**config.mk**
```make
export PLATFORM = sky130hd
export DESIGN_NAME = ucaspian_tx_encoder
export DESIGN_NICKNAME = d
export VERILOG_FILES = /design/src/rtl/ucaspian_tx_encoder.sv
export SDC_FILE = /design/constraint.sdc
export NUM_CORES = 1
export LEC_CHECK = 0
export ABC_CLOCK_PERIOD_IN_PS = 1400
export CAP_MARGIN = 30
export CELL_PAD_IN_SITES_DETAIL_PLACEMENT = 1
export CELL_PAD_IN_SITES_GLOBAL_PLACEMENT = 1
export CORE_AREA = 5 5 110 112
export DETAILED_ROUTE_END_ITERATION = 6
export DIE_AREA = 0 0 115 117
export PLACE_DENSITY_LB_ADDON = 0.1
export SYNTH_ARGS = -nofsm -noshare
export SYNTH_HDL_FRONTEND = slang
export SYNTH_SLANG_ARGS = --single-unit
```
**constraint.sdc**
```tcl
create_clock -name clk -period 1.4 [get_ports clk]
set_input_delay 0.28 -clock clk [delete_from_list [all_inputs] [get_ports clk]]
set_output_delay 0.28 -clock clk [all_outputs]
set_load 0.01 [all_outputs]
```
**src/rtl/ucaspian_tx_encoder.sv**
```systemverilog
// Serialises core outbound events (clear/config acks, metric replies, output
// fires, time updates) into byte packets on one valid/ready byte stream.
module ucaspian_tx_encoder #(
  parameter logic [7:0] OP_FIRE   = 8'h41,
  parameter logic [7:0] OP_TIME   = 8'h42,
  parameter logic [7:0] OP_METRIC = 8'h43,
  parameter logic [7:0] OP_CLEAR  = 8'h44,
  parameter logic [7:0] OP_CONFIG = 8'h45
) (
  input  logic        clk,
  input  logic        reset,
  input  logic [7:0]  output_fire_addr,
  input  logic        output_fire_waiting,
  output logic        output_fire_sent,
  input  logic [31:0] time_current,
  input  logic        time_update,
  output logic        time_sent,
  input  logic [7:0]  metric_value,
  input  logic [7:0]  metric_addr,
  input  logic        metric_send,
  output logic        metric_pending,
  input  logic        clear_done,
  output logic        ack_sent,
  input  logic        config_done,
  output logic [7:0]  tx_data,
  output logic        tx_vld,
  input  logic        tx_rdy
);

  // tx stream: a byte transfers on a clock edge where tx_vld && tx_rdy; once
  // raised, tx_vld and tx_data hold until that transfer happens.
  typedef enum logic [1:0] {IDLE, SEND, ACK} state_t;
  typedef enum logic [2:0] {K_FIRE, K_TIME, K_METRIC, K_CLEAR, K_CONFIG} kind_t;

  state_t      state, state_n;
  kind_t       kind, kind_n;
  logic [31:0] shreg, shreg_n;
  logic [2:0]  rem, rem_n;
  logic [7:0]  tx_data_n;
  logic        tx_vld_n;
  logic        fire_sent_n, time_sent_n, ack_sent_n;
  logic        metric_pending_n;
  logic [7:0]  m_addr, m_addr_n, m_val, m_val_n;
  logic        cfg_pend, cfg_pend_n, cfg_prev;

  always_comb begin
    state_n          = state;
    kind_n           = kind;
    shreg_n          = shreg;
    rem_n            = rem;
    tx_data_n        = tx_data;
    tx_vld_n         = tx_vld;
    fire_sent_n      = 1'b0;
    time_sent_n      = 1'b0;
    ack_sent_n       = 1'b0;
    metric_pending_n = metric_pending;
    m_addr_n         = m_addr;
    m_val_n          = m_val;
    cfg_pend_n       = cfg_pend;

    if (metric_send && !metric_pending) begin
      metric_pending_n = 1'b1;
      m_addr_n         = metric_addr;
      m_val_n          = metric_value;
    end

    case (state)
      IDLE: begin
        state_n  = SEND;
        tx_vld_n = 1'b1;
        if (clear_done) begin
          kind_n    = K_CLEAR;
          tx_data_n = OP_CLEAR;
          rem_n     = 3'd0;
        end else if (cfg_pend) begin
          kind_n    = K_CONFIG;
          tx_data_n = OP_CONFIG;
          rem_n     = 3'd0;
        end else if (metric_pending) begin
          kind_n    = K_METRIC;
          tx_data_n = OP_METRIC;
          shreg_n   = {m_addr, m_val, 16'h0000};
          rem_n     = 3'd2;
        end else if (output_fire_waiting) begin
          kind_n    = K_FIRE;
          tx_data_n = OP_FIRE;
          shreg_n   = {output_fire_addr, 24'h000000};
          rem_n     = 3'd1;
        end else if (time_update) begin
          kind_n    = K_TIME;
          tx_data_n = OP_TIME;
          shreg_n   = time_current;
          rem_n     = 3'd4;
        end else begin
          state_n  = IDLE;
          tx_vld_n = 1'b0;
        end
      end
      SEND: begin
        if (tx_rdy) begin
          if (rem == 3'd0) begin
            // Pulses are registered so they are high during the ACK cycle.
            tx_vld_n = 1'b0;
            state_n  = ACK;
            case (kind)
              K_FIRE:  fire_sent_n = 1'b1;
              K_TIME:  time_sent_n = 1'b1;
              K_CLEAR: ack_sent_n  = 1'b1;
              default: ;
            endcase
          end else begin
            tx_data_n = shreg[31:24];
            shreg_n   = {shreg[23:0], 8'h00};
            rem_n     = rem - 3'd1;
          end
        end
      end
      ACK: begin
        state_n = IDLE;
        if (kind == K_METRIC) metric_pending_n = 1'b0;
        if (kind == K_CONFIG) cfg_pend_n = 1'b0;
      end
      default: state_n = IDLE;
    endcase

    // Evaluated last so a config edge during ACK survives the clear above.
    if (config_done && !cfg_prev) cfg_pend_n = 1'b1;
  end

  always_ff @(posedge clk) begin
    if (reset) begin
      state            <= IDLE;
      kind             <= K_FIRE;
      shreg            <= '0;
      rem              <= '0;
      tx_data          <= '0;
      tx_vld           <= 1'b0;
      output_fire_sent <= 1'b0;
      time_sent        <= 1'b0;
      ack_sent         <= 1'b0;
      metric_pending   <= 1'b0;
      m_addr           <= '0;
      m_val            <= '0;
      cfg_pend         <= 1'b0;
      cfg_prev         <= 1'b0;
    end else begin
      state            <= state_n;
      kind             <= kind_n;
      shreg            <= shreg_n;
      rem              <= rem_n;
      tx_data          <= tx_data_n;
      tx_vld           <= tx_vld_n;
      output_fire_sent <= fire_sent_n;
      time_sent        <= time_sent_n;
      ack_sent         <= ack_sent_n;
      metric_pending   <= metric_pending_n;
      m_addr           <= m_addr_n;
      m_val            <= m_val_n;
      cfg_pend         <= cfg_pend_n;
      cfg_prev         <= config_done;
    end
  end

endmodule

```
Word level (Yosys, flattened, before mapping)
Cells that the tools add are included.

word-level totals
  memories kept = 0
  latch bits = 0
  memory bits (read-only) = 0
  output and inout bits = 13
  bits in writable memories = 0
  bits in registers = 71
  input bits = 64

operators by class
  equality and inequality tests = 13
  muxes and demuxes = 54
  bitwise logic cells = 3
  $mul = 0
  $add $sub $neg = 1
  magnitude comparators = 0
  shifts and indexed selects = 0
  div/mod/pow operators = 0
  reductions and logical operators = 18

operator list
  kind                                                  count
  2-to-1 mux 32 bit                                     7
  case mux 32 bit (2 select lines)                      1
  2-to-1 mux 8 bit                                      7
  2-to-1 mux 3 bit                                      12
  2-to-1 mux 1 bit                                      21
  case mux 8 bit (2 select lines)                       1
  != test 2 bit (second input constant)                 5
  equality test 3 x 2 -> 1 bit (second input constant)  2
  zero test 3 bit                                       2
  != test 6 bit (second input constant)                 1
  case mux 3 bit (2 select lines)                       1
  AND reduction 2 bit                                   3
  AND reduction 6 bit                                   1
  nonzero test 2 bit                                    3
  nonzero test 5 bit                                    1
  2-to-1 mux 2 bit                                      2
  != test 4 bit (second input constant)                 1
  case mux 2 bit (2 select lines)                       1
  AND reduction 4 bit                                   1
  OR reduction 4 bit                                    1
  equality test 3 x 1 -> 1 bit (second input constant)  1
  equality test 3 bit (second input constant)           1
  NOT 1 bit                                             3
  AND reduction 3 bit                                   1
  7 further kinds                                       9

Depth between registers and ports, before layout
Gate-level depths: netlist of the first run.

  depth after elaboration = 6
  mapped depth = 7
  mapped depth without buffers = 6

Worst setup path after synthesis of the first run
OpenSTA, ideal clock, no wires.

  kind = reg2reg
  start point = register rem[0]
  end point = register shreg[12]
  data required time = 1.266 ns
  arrival time = 1.406 ns
  path slack = -0.140 ns
  stages on the path, launching flop included = 8
  cells stage by stage = dfxtp_1 inv_1 ha_1 nand2b_1 a32oi_2 buf_6 a221oi_1 nor3_2

between the ends
  longest elaborated chain between the ends = 3

RTL lines
  what                                  RTL line  source
  start: declaration                    38        logic [2:0] rem, rem_n;
  start signal: assignment              150       rem <= rem_n;
  zero test 3 bit                       101       if (rem == 3'd0) begin
  != test 2 bit (no source line)        --
  AND reduction 6 bit (no source line)  --
  end signal: assignment                149       shreg <= shreg_n;
  end: declaration                      37        logic [31:0] shreg, shreg_n;

No other way between the ends.
A chain may end at the register's enable or synchronous reset.

Final worst setup path of the first run
  start point = register state[1]
  end point = register shreg[11]

between the ends
  longest elaborated chain between the ends = 3

RTL lines
  what                                                             RTL line  source
  start: declaration                                               35        state_t state, state_n;
  start signal: assignment                                         147       state <= state_n;
  zero test 2 bit or equality test 2 x 1 -> 1 bit (tied branches)  67        case (state)
  != test 4 bit (no source line) (tied with other cells)           --
  AND reduction 6 bit (no source line)                             --

Several ways; a longest one is shown, not always the timed one.

==> results of run 1 <==
metrics by stage:
step | cell area (sq um) | hold WS [ps]
final | 5490 | 448
after global routing | 5490 | 473
after CTS | 5210 | 426
after detailed placement | 4540 | 449
after global placement | 4540 | 441
after floorplan | 3360 | 408
how the worst max path moves through the flow:
stage	depth (start not counted)	slack [ps]	to
after floorplan	7	-100	shreg[26]
after global placement	6	-560	shreg[26]
after detailed placement	6	-570	rem[2]
after CTS	5	-210	shreg[30]
after global routing	6	-290	shreg[12]
final	6	-240	shreg[11]
power breakdown:
part           internal [W]  switching (W)  total [W]
Combinational       0.00114        0.00102    0.00215
Sequential          0.00221       0.000163    0.00238
Clock               0.00161       0.000902    0.00251
Total               0.00496        0.00208    0.00704
final cells by class:
cell class | instances | area, sq um
repair buffers | 152 | 1520
clock buffers | 11 | 243
multi-input cells | 263 | 2010
flip-flops and latches | 71 | 1440
clock inverters | 5 | 81.3
fillers | 1252 | 5640
well taps | 143 | 179
inverters | 5 | 22.5
metal layers:
layer	vias to the layer above	routed length [um]	GRT usage (%)	share of wire, %
li1	1613	-	-	-
met1	1617	5100	21.5	44
met2	56	6010	29.7	52
met3	16	310	3.50	2.7
met4	0	135	4.46	1.2
met5	-	0	0	0
flip-flops by register name, indices dropped and copies added, names as in the netlist:
signal / count
shreg: 32
m_addr: 8
m_val: 8
tx_data: 8
kind: 3
rem: 3
state: 2
ack_sent: 1
cfg_pend: 1
cfg_prev: 1
metric_pending: 1
output_fire_sent: 1
time_sent: 1
tx_vld: 1
worst max-delay path: cells and delay by family (launching register included):
family | cells | cell delay (ps)
buffers and inverters | 2 | 420
AND/OR/NAND/NOR | 2 | 420
flip-flops | 1 | 370
AO/OA/AOI/OAI | 2 | 320
cells by family after synthesis:
| group | after synthesis | synth area share, % |
|---|---|---|
| compound gates | 110 | 26.4 |
| fa+ha+maj | 2 | 0.772 |
| buf+inv | 35 | 5.68 |
| flops | 71 | 43.9 |
| mux | 7 | 2.16 |
| simple gates | 144 | 21.1 |
timing repair:
item	CTS	global route
endpoints found under the setup margin	77	60
resized for setup	60	42
cloned	2	3
setup buffers	17	8
hold endpoints to repair	0	0
pin swaps	20	31
synthesized netlist by cell type (all sizes together):
master,count,area (sq um)
dfxtp,71,1420
nand2,68,255
a21oi,43,245
nor2,31,116
buf,19,124
nor3,18,121
o211ai,14,105
clkbuf,11,41.3
a221o,10,100
a311oi,9,129
nand3,9,45.0
a221oi,8,70.1
mux2i,7,70.1
inv,5,18.8
nor2b,5,31.3
o21ai,5,25.0
a22o,4,35.0
a32oi,4,42.6
a211oi,3,22.5
a21boi,2,15.0
a21o,2,15.0
ha,2,25.0
nand2b,2,12.5
nor4,2,27.5
a21bo,1,10.0
a31oi,1,6.26
a32o,1,10.0
and3,1,6.26
and4b,1,10.0
nand3b,1,7.51
nand4,1,6.26
nand4b,1,8.76
nor3b,1,7.51
o2111ai,1,8.76
o22a,1,8.76
o41ai,1,8.76
or2,1,6.26
or3,1,11.3
or4b,1,10.0
==> impl_metrics.csv, run 1 <==
group,metric,value,unit
status,status,"finished with violations",
status,failed_checks,"negative setup slack",
setup_path,worst_setup_path_end_kind,"flip-flop",
drt,drc,0,
sta,totalNegativeSetupSlack,-7470,ps
setup_path,critPathSlowestCell,"sky130_fd_sc_hd__dfxtp_4",
cts,htree_num_levels,3,
pwr,leak,2.13,nW
drt,drt_pass1_iterations,4,
cells_and_area,mostFrequentLayoutCells,"sky130_fd_sc_hd__dfxtp_1 (66), sky130_fd_sc_hd__nand2_1 (60), sky130_fd_sc_hd__clkdlybuf4s50_1 (58)",
drt,finalWirelength,11600,um
floorplanning,die_x,115,um
placed_design,dp.final_hpwl,7660,um
sta,finalSetupViolCount,50,
synth,synth_sequential_area_ratio,43.9,%
setup_path,max_stage_delay,370,ps
floorplanning,die_h,117,um
drt,vias,3302,
global_route,grt_start_max_net_pins,31,
sta,period_needed,1640,ps
cts,worst_skew_pair.late_latency,330,ps
hold_path,hold_crit_depth,3,
cells_and_area,layout.nets,568,
cts,clockRootBuffer,"sky130_fd_sc_hd__clkbuf_16",
synth,mappedNetlistArea,0.00324,sq mm
drt,first_iter_violations,73,
placed_design,place.gp.congestion,0.786,
synth,synth.lib_cells_used.distinct,49,
placed_design,port_buffers,76,
sta,worst_clock_skew,6.88,ps
sta,finalHoldViolCount,0,
drt,antenna_left,0,
sta,max_clock_freq,610,MHz
sta,tightest_slew,571,ps
floorplanning,initial_core_utilization,29.1,%
setup_path,regToRegStartpoint,"state[1]",
synth,mappedNetlistNets,435,
sta,rsz0062_at_grt,"yes",
sta,share_of_the_clock_period_used_by_the_worst_path_after_layout,117,%
floorplanning,core_rows,39,
global_route,all_layer_global_routing_usage,17.1,%
cells_and_area,final_cell_count_no_fill,650,
setup_path,critical_path.reg2reg.endpoint,"shreg[11]",
sta,final-max-slew-violation-count,0,
global_route,vias_in_the_first_global_route,3509,
hold_path,min_delay_worst_endpoint,"rem[2]",
global_route,initial_antenna_violation_count,0,
setup_path,critical_path_source_type,"flip-flop",
floorplanning,floorplan.io_pins,77,
sta,final_critical_path_setup_slack,-239,ps
placed_design,post-place-cells,607,
cts,tritoncts,"done",
cells_and_area,final_util,49.3,%
global_route,globalRoute.totalOverflow,0,
pwr,finalPower,0.00704,W
cells_and_area,mostFrequentLayoutCell,"sky130_fd_sc_hd__dfxtp_1",
pwr,power.density,1280,mW/mm^2
floorplanning,core_area,0.0111,sq mm
setup_path,worst_ep_required_time,1620,ps
cells_and_area,n_antenna_cell,0,
cts,clock_tree.buffer_depth,2,
cts,clk_transition_reported_paths,60,ps
hold_path,min_path_type,"primary input to flip-flop",
setup_path,crit_chain,"nor4_4, buf_4, a32oi_4, clkbuf_16, a221oi_1, nor3_1",
synth,syn_area_per_cell,8.78,sq um
setup_path,crit_start,"state[1]",
setup_path,worst-r2r-setup-slack,-240,ps
floorplanning,floorplan.die_area,0.0135,sq mm
synth,ys_ff_latch,71,
cells_and_area,drive_gt1_share,36.1,%
cts,numCtsBuffers,9,
setup_path,worst-endpoint-arrival,1860,ps
global_route,grt_first_pass_wirelength,18100,um
job,max-cap-violations,0,
setup_path,timing_worst_setup_path_type,"flip-flop to flip-flop",
hold_path,hold_start,"reset",
synth,synthCells,369,
setup_path,cells_on_worst_reg2reg_path,6,
synth,synth.yosys.warnings,0,
pwr,vdd_ir_drop_max,0.650,mV
sta,worst_slew_margin_rel,61.8,%
cts,cts.hold.buffers_added,0,
cts,clock_sink_count,71,
drt,wire_per_inst,17.8,um
drt,vias_per_cell,5.08,
setup_path,crit_path_max_fanout,12,
cells_and_area,layout-area-overhead-vs-synth,69.4,%
placed_design,detailedPlace.worstSlack,-569,ps
Note: power is estimated with default switching activity, not from simulation.
==> run 2: changes to the inputs <==
--- a/config.mk
+++ b/config.mk
@@ -9,9 +9,9 @@
 export CAP_MARGIN = 30
 export CELL_PAD_IN_SITES_DETAIL_PLACEMENT = 1
 export CELL_PAD_IN_SITES_GLOBAL_PLACEMENT = 1
-export CORE_AREA = 5 5 110 112
+export CORE_AREA = 5 5 106 108
 export DETAILED_ROUTE_END_ITERATION = 6
-export DIE_AREA = 0 0 115 117
+export DIE_AREA = 0 0 111 113
 export PLACE_DENSITY_LB_ADDON = 0.1
 export SYNTH_ARGS = -nofsm -noshare
 export SYNTH_HDL_FRONTEND = slang
==> run 2 against run 1 <==
  * The run still ends with negative setup slack left
  * Setup slack improved by 48 ps
  * Largest power group is now registers
  * Largest cell class unchanged
  * Count of clock-buffer cells in the layout did not move
  * Sequential share of layout area fell by 0.38 points
  * Sequential power barely moved
  * Design area rose by 1.6%
  * Highest routed layer unchanged
==> impl_metrics.csv, run 2 (same netlist as run 1, synthesis figures left out) <==
group,metric,value,unit
global_route,grt_first_pass_wirelength,18500,um
drt,vias_per_cell,5.15,
floorplanning,core_rows,37,
drt,vias,3330,
pwr,vdd_ir_drop_max,0.620,mV
drt,finalWirelength,11800,um
sta,share_of_the_clock_period_used_by_the_worst_path_after_layout,114,%
global_route,all_layer_global_routing_usage,18.4,%
cells_and_area,final_util,55.0,%
cells_and_area,mostFrequentLayoutCell,"sky130_fd_sc_hd__dfxtp_1",
job,max-cap-violations,0,
placed_design,port_buffers,76,
pwr,seq_power_share,35.4,%
setup_path,worst-r2r-setup-slack,-190,ps
pwr,power_frac_clock,31.5,%
cts,tritoncts,"done",
hold_path,min_path_type,"primary input to flip-flop",
cts,worst_skew_pair.late_latency,350,ps
setup_path,worst_ep_required_time,1630,ps
cells_and_area,largest_reg_flops,32,
sta,max_clock_freq,628,MHz
status,failed_checks,"negative setup slack",
cells_and_area,layout.nets,571,
status,status,"finished with violations",
drt,wire_per_inst,18.3,um
drt,drt_pass1_iterations,4,
cts,clock_tree.buffer_depth,2,
cts,cts.hold.buffers_added,0,
cells_and_area,n_antenna_cell,0,
cts,htree_num_levels,3,
cts,clock_sink_count,71,
cells_and_area,drive_gt1_share,40.6,%
drt,antenna_left,0,
sta,final-max-slew-violation-count,0,
floorplanning,core_area,0.0101,sq mm
pwr,switching_share,30.6,%
pwr,leak,2.11,nW
setup_path,critical_path_buf_inv_count,1,
drt,drc,0,
pwr,power.net_switching,0.00206,W
floorplanning,die_x,111,um
drt,first_iter_violations,117,
global_route,vias_in_the_first_global_route,3600,
setup_path,crit_chain,"or3_4, a32o_4, clkbuf_16, o211ai_1, a21oi_2",
cells_and_area,final.fill_count,1118,
cts,numCtsBuffers,9,
sta,finalHoldViolCount,0,
setup_path,regToRegStartpoint,"metric_pending",
sta,finalSetupViolCount,39,
floorplanning,floorplan.die_area,0.0125,sq mm
sta,holdWs,288,ps
setup_path,cells_on_worst_reg2reg_path,5,
cts,clockRootBuffer,"sky130_fd_sc_hd__clkbuf_8",
setup_path,max_stage_delay,380,ps
pwr,internal_power,0.00467,W
pwr,pwr-share-comb,33.2,%
floorplanning,initial_core_utilization,32.0,%
floorplanning,die_h,113,um
placed_design,dp.final_hpwl,7650,um
cells_and_area,mostFrequentLayoutCells,"sky130_fd_sc_hd__dfxtp_1 (65), sky130_fd_sc_hd__nand2_1 (61), sky130_fd_sc_hd__clkdlybuf4s50_1 (58)",
sta,final_critical_path_setup_slack,-191,ps
cells_and_area,largest_register,"shreg",
global_route,globalRoute.totalOverflow,0,
placed_design,place.gp.congestion,0.798,
sta,totalNegativeSetupSlack,-5190,ps
pwr,power.density,1210,mW/mm^2
setup_path,timing_worst_setup_path_type,"flip-flop to flip-flop",
sta,worst_slew_margin_rel,75.2,%
sta,rsz0062_at_grt,"yes",
setup_path,worst-endpoint-arrival,1820,ps
setup_path,crit_path_max_fanout,7,
floorplanning,floorplan.io_pins,77,
setup_path,crit_start,"metric_pending",
global_route,grt_start_max_net_pins,25,
setup_path,critical_path_source_type,"flip-flop",
setup_path,critPathSlowestCell,"sky130_fd_sc_hd__a32o_4",
global_route,initial_antenna_violation_count,0,
setup_path,worst_setup_path_end_kind,"flip-flop",
sta,tightest_slew,372,ps
sta,period_needed,1590,ps
cells_and_area,layout-area-overhead-vs-synth,72.1,%
cts,clk_transition_reported_paths,80,ps
setup_path,timing.critical_path.max_delay_family,"compound AO/OA/AOI/OAI gates",
setup_path,critical_path.reg2reg.endpoint,"shreg[22]",
setup_path,worstSetupPathDepth,5,
setup_path,worstSetupEndpoint,"shreg[22]",
sta,worst_clock_skew,9.51,ps
-- run 2: cell types whose count changed in the layout (fill, tap and decap cells not counted), moves of 4 or more --
cell,previous run,this run
sky130_fd_sc_hd__clkbuf_16,12,4
sky130_fd_sc_hd__nand3_1,8,1
sky130_fd_sc_hd__nor2_1,17,12
sky130_fd_sc_hd__nand3_2,0,8
sky130_fd_sc_hd__nand2_4,5,0
sky130_fd_sc_hd__buf_4,55,49
sky130_fd_sc_hd__nor2_2,7,12
sky130_fd_sc_hd__buf_6,10,16
sky130_fd_sc_hd__clkbuf_8,1,11
sky130_fd_sc_hd__nand2_2,3,7
-- run 2: power by group through the flow --
stage	sequential (W)	clock [W]	combinational, W
4_1_cts	0.00236	0.00214	0.00187
3_3_place_gp	0.00239	0	0.00160
6_report	0.00238	0.00212	0.00223
3_5_place_dp	0.00240	0	0.00163
5_1_grt	0.00240	0.00224	0.00240
2_1_floorplan	0.00236	0	0.000953
-- run 2: per-layer routing --
layer	global-route usage, %	wire (um)	vias up
met4	7.47	216	0
met1	21.8	5270	1626
met2	32.2	6010	61
li1	-	-	1626
met5	0	0	-
met3	4.06	341	17
-- run 2: what timing repair did --
action,in CTS,in global routing
setup buffers,11,7
pin swaps,9,37
cloned,2,6
endpoints found under the setup margin,78,62
resized for setup,68,64
-- run 2: metrics by stage --
step           worst slack, ps  power (W)  cell area [sq um]  instances
2_1_floorplan             -103    0.00331               3360        369
3_3_place_gp              -581    0.00399               4560        607
3_5_place_dp              -609    0.00403               4560        607
4_1_cts                   -177    0.00638               5140        636
5_1_grt                   -235    0.00704               5580        646
6_report                  -191    0.00673               5580        646
-- run 2: cell type report --
class                      count  area [sq um]  share of cell area, %
clock buffer                  11           151                   2.71
clock inverter                 5           104                   1.86
inverter                       5          22.5                  0.404
multi-input combinational    263          2110                   37.9
sequential                    71          1440                   25.8
tap                          136           170                   3.05
timing repair buffer         155          1580                   28.4
-- run 2: worst min-delay path by stage --
stage | cells past startpoint | slack [ps] | end | startpoint
6_report | 2 | 290 | kind[1] | reset
5_1_grt | 2 | 290 | kind[0] | reset
4_1_cts | 2 | 240 | kind[1] | reset
3_5_place_dp | 2 | 450 | m_addr[6] | m_addr[6]
3_3_place_gp | 2 | 440 | shreg[2] | shreg[2]
2_1_floorplan | 1 | 410 | cfg_prev | config_done
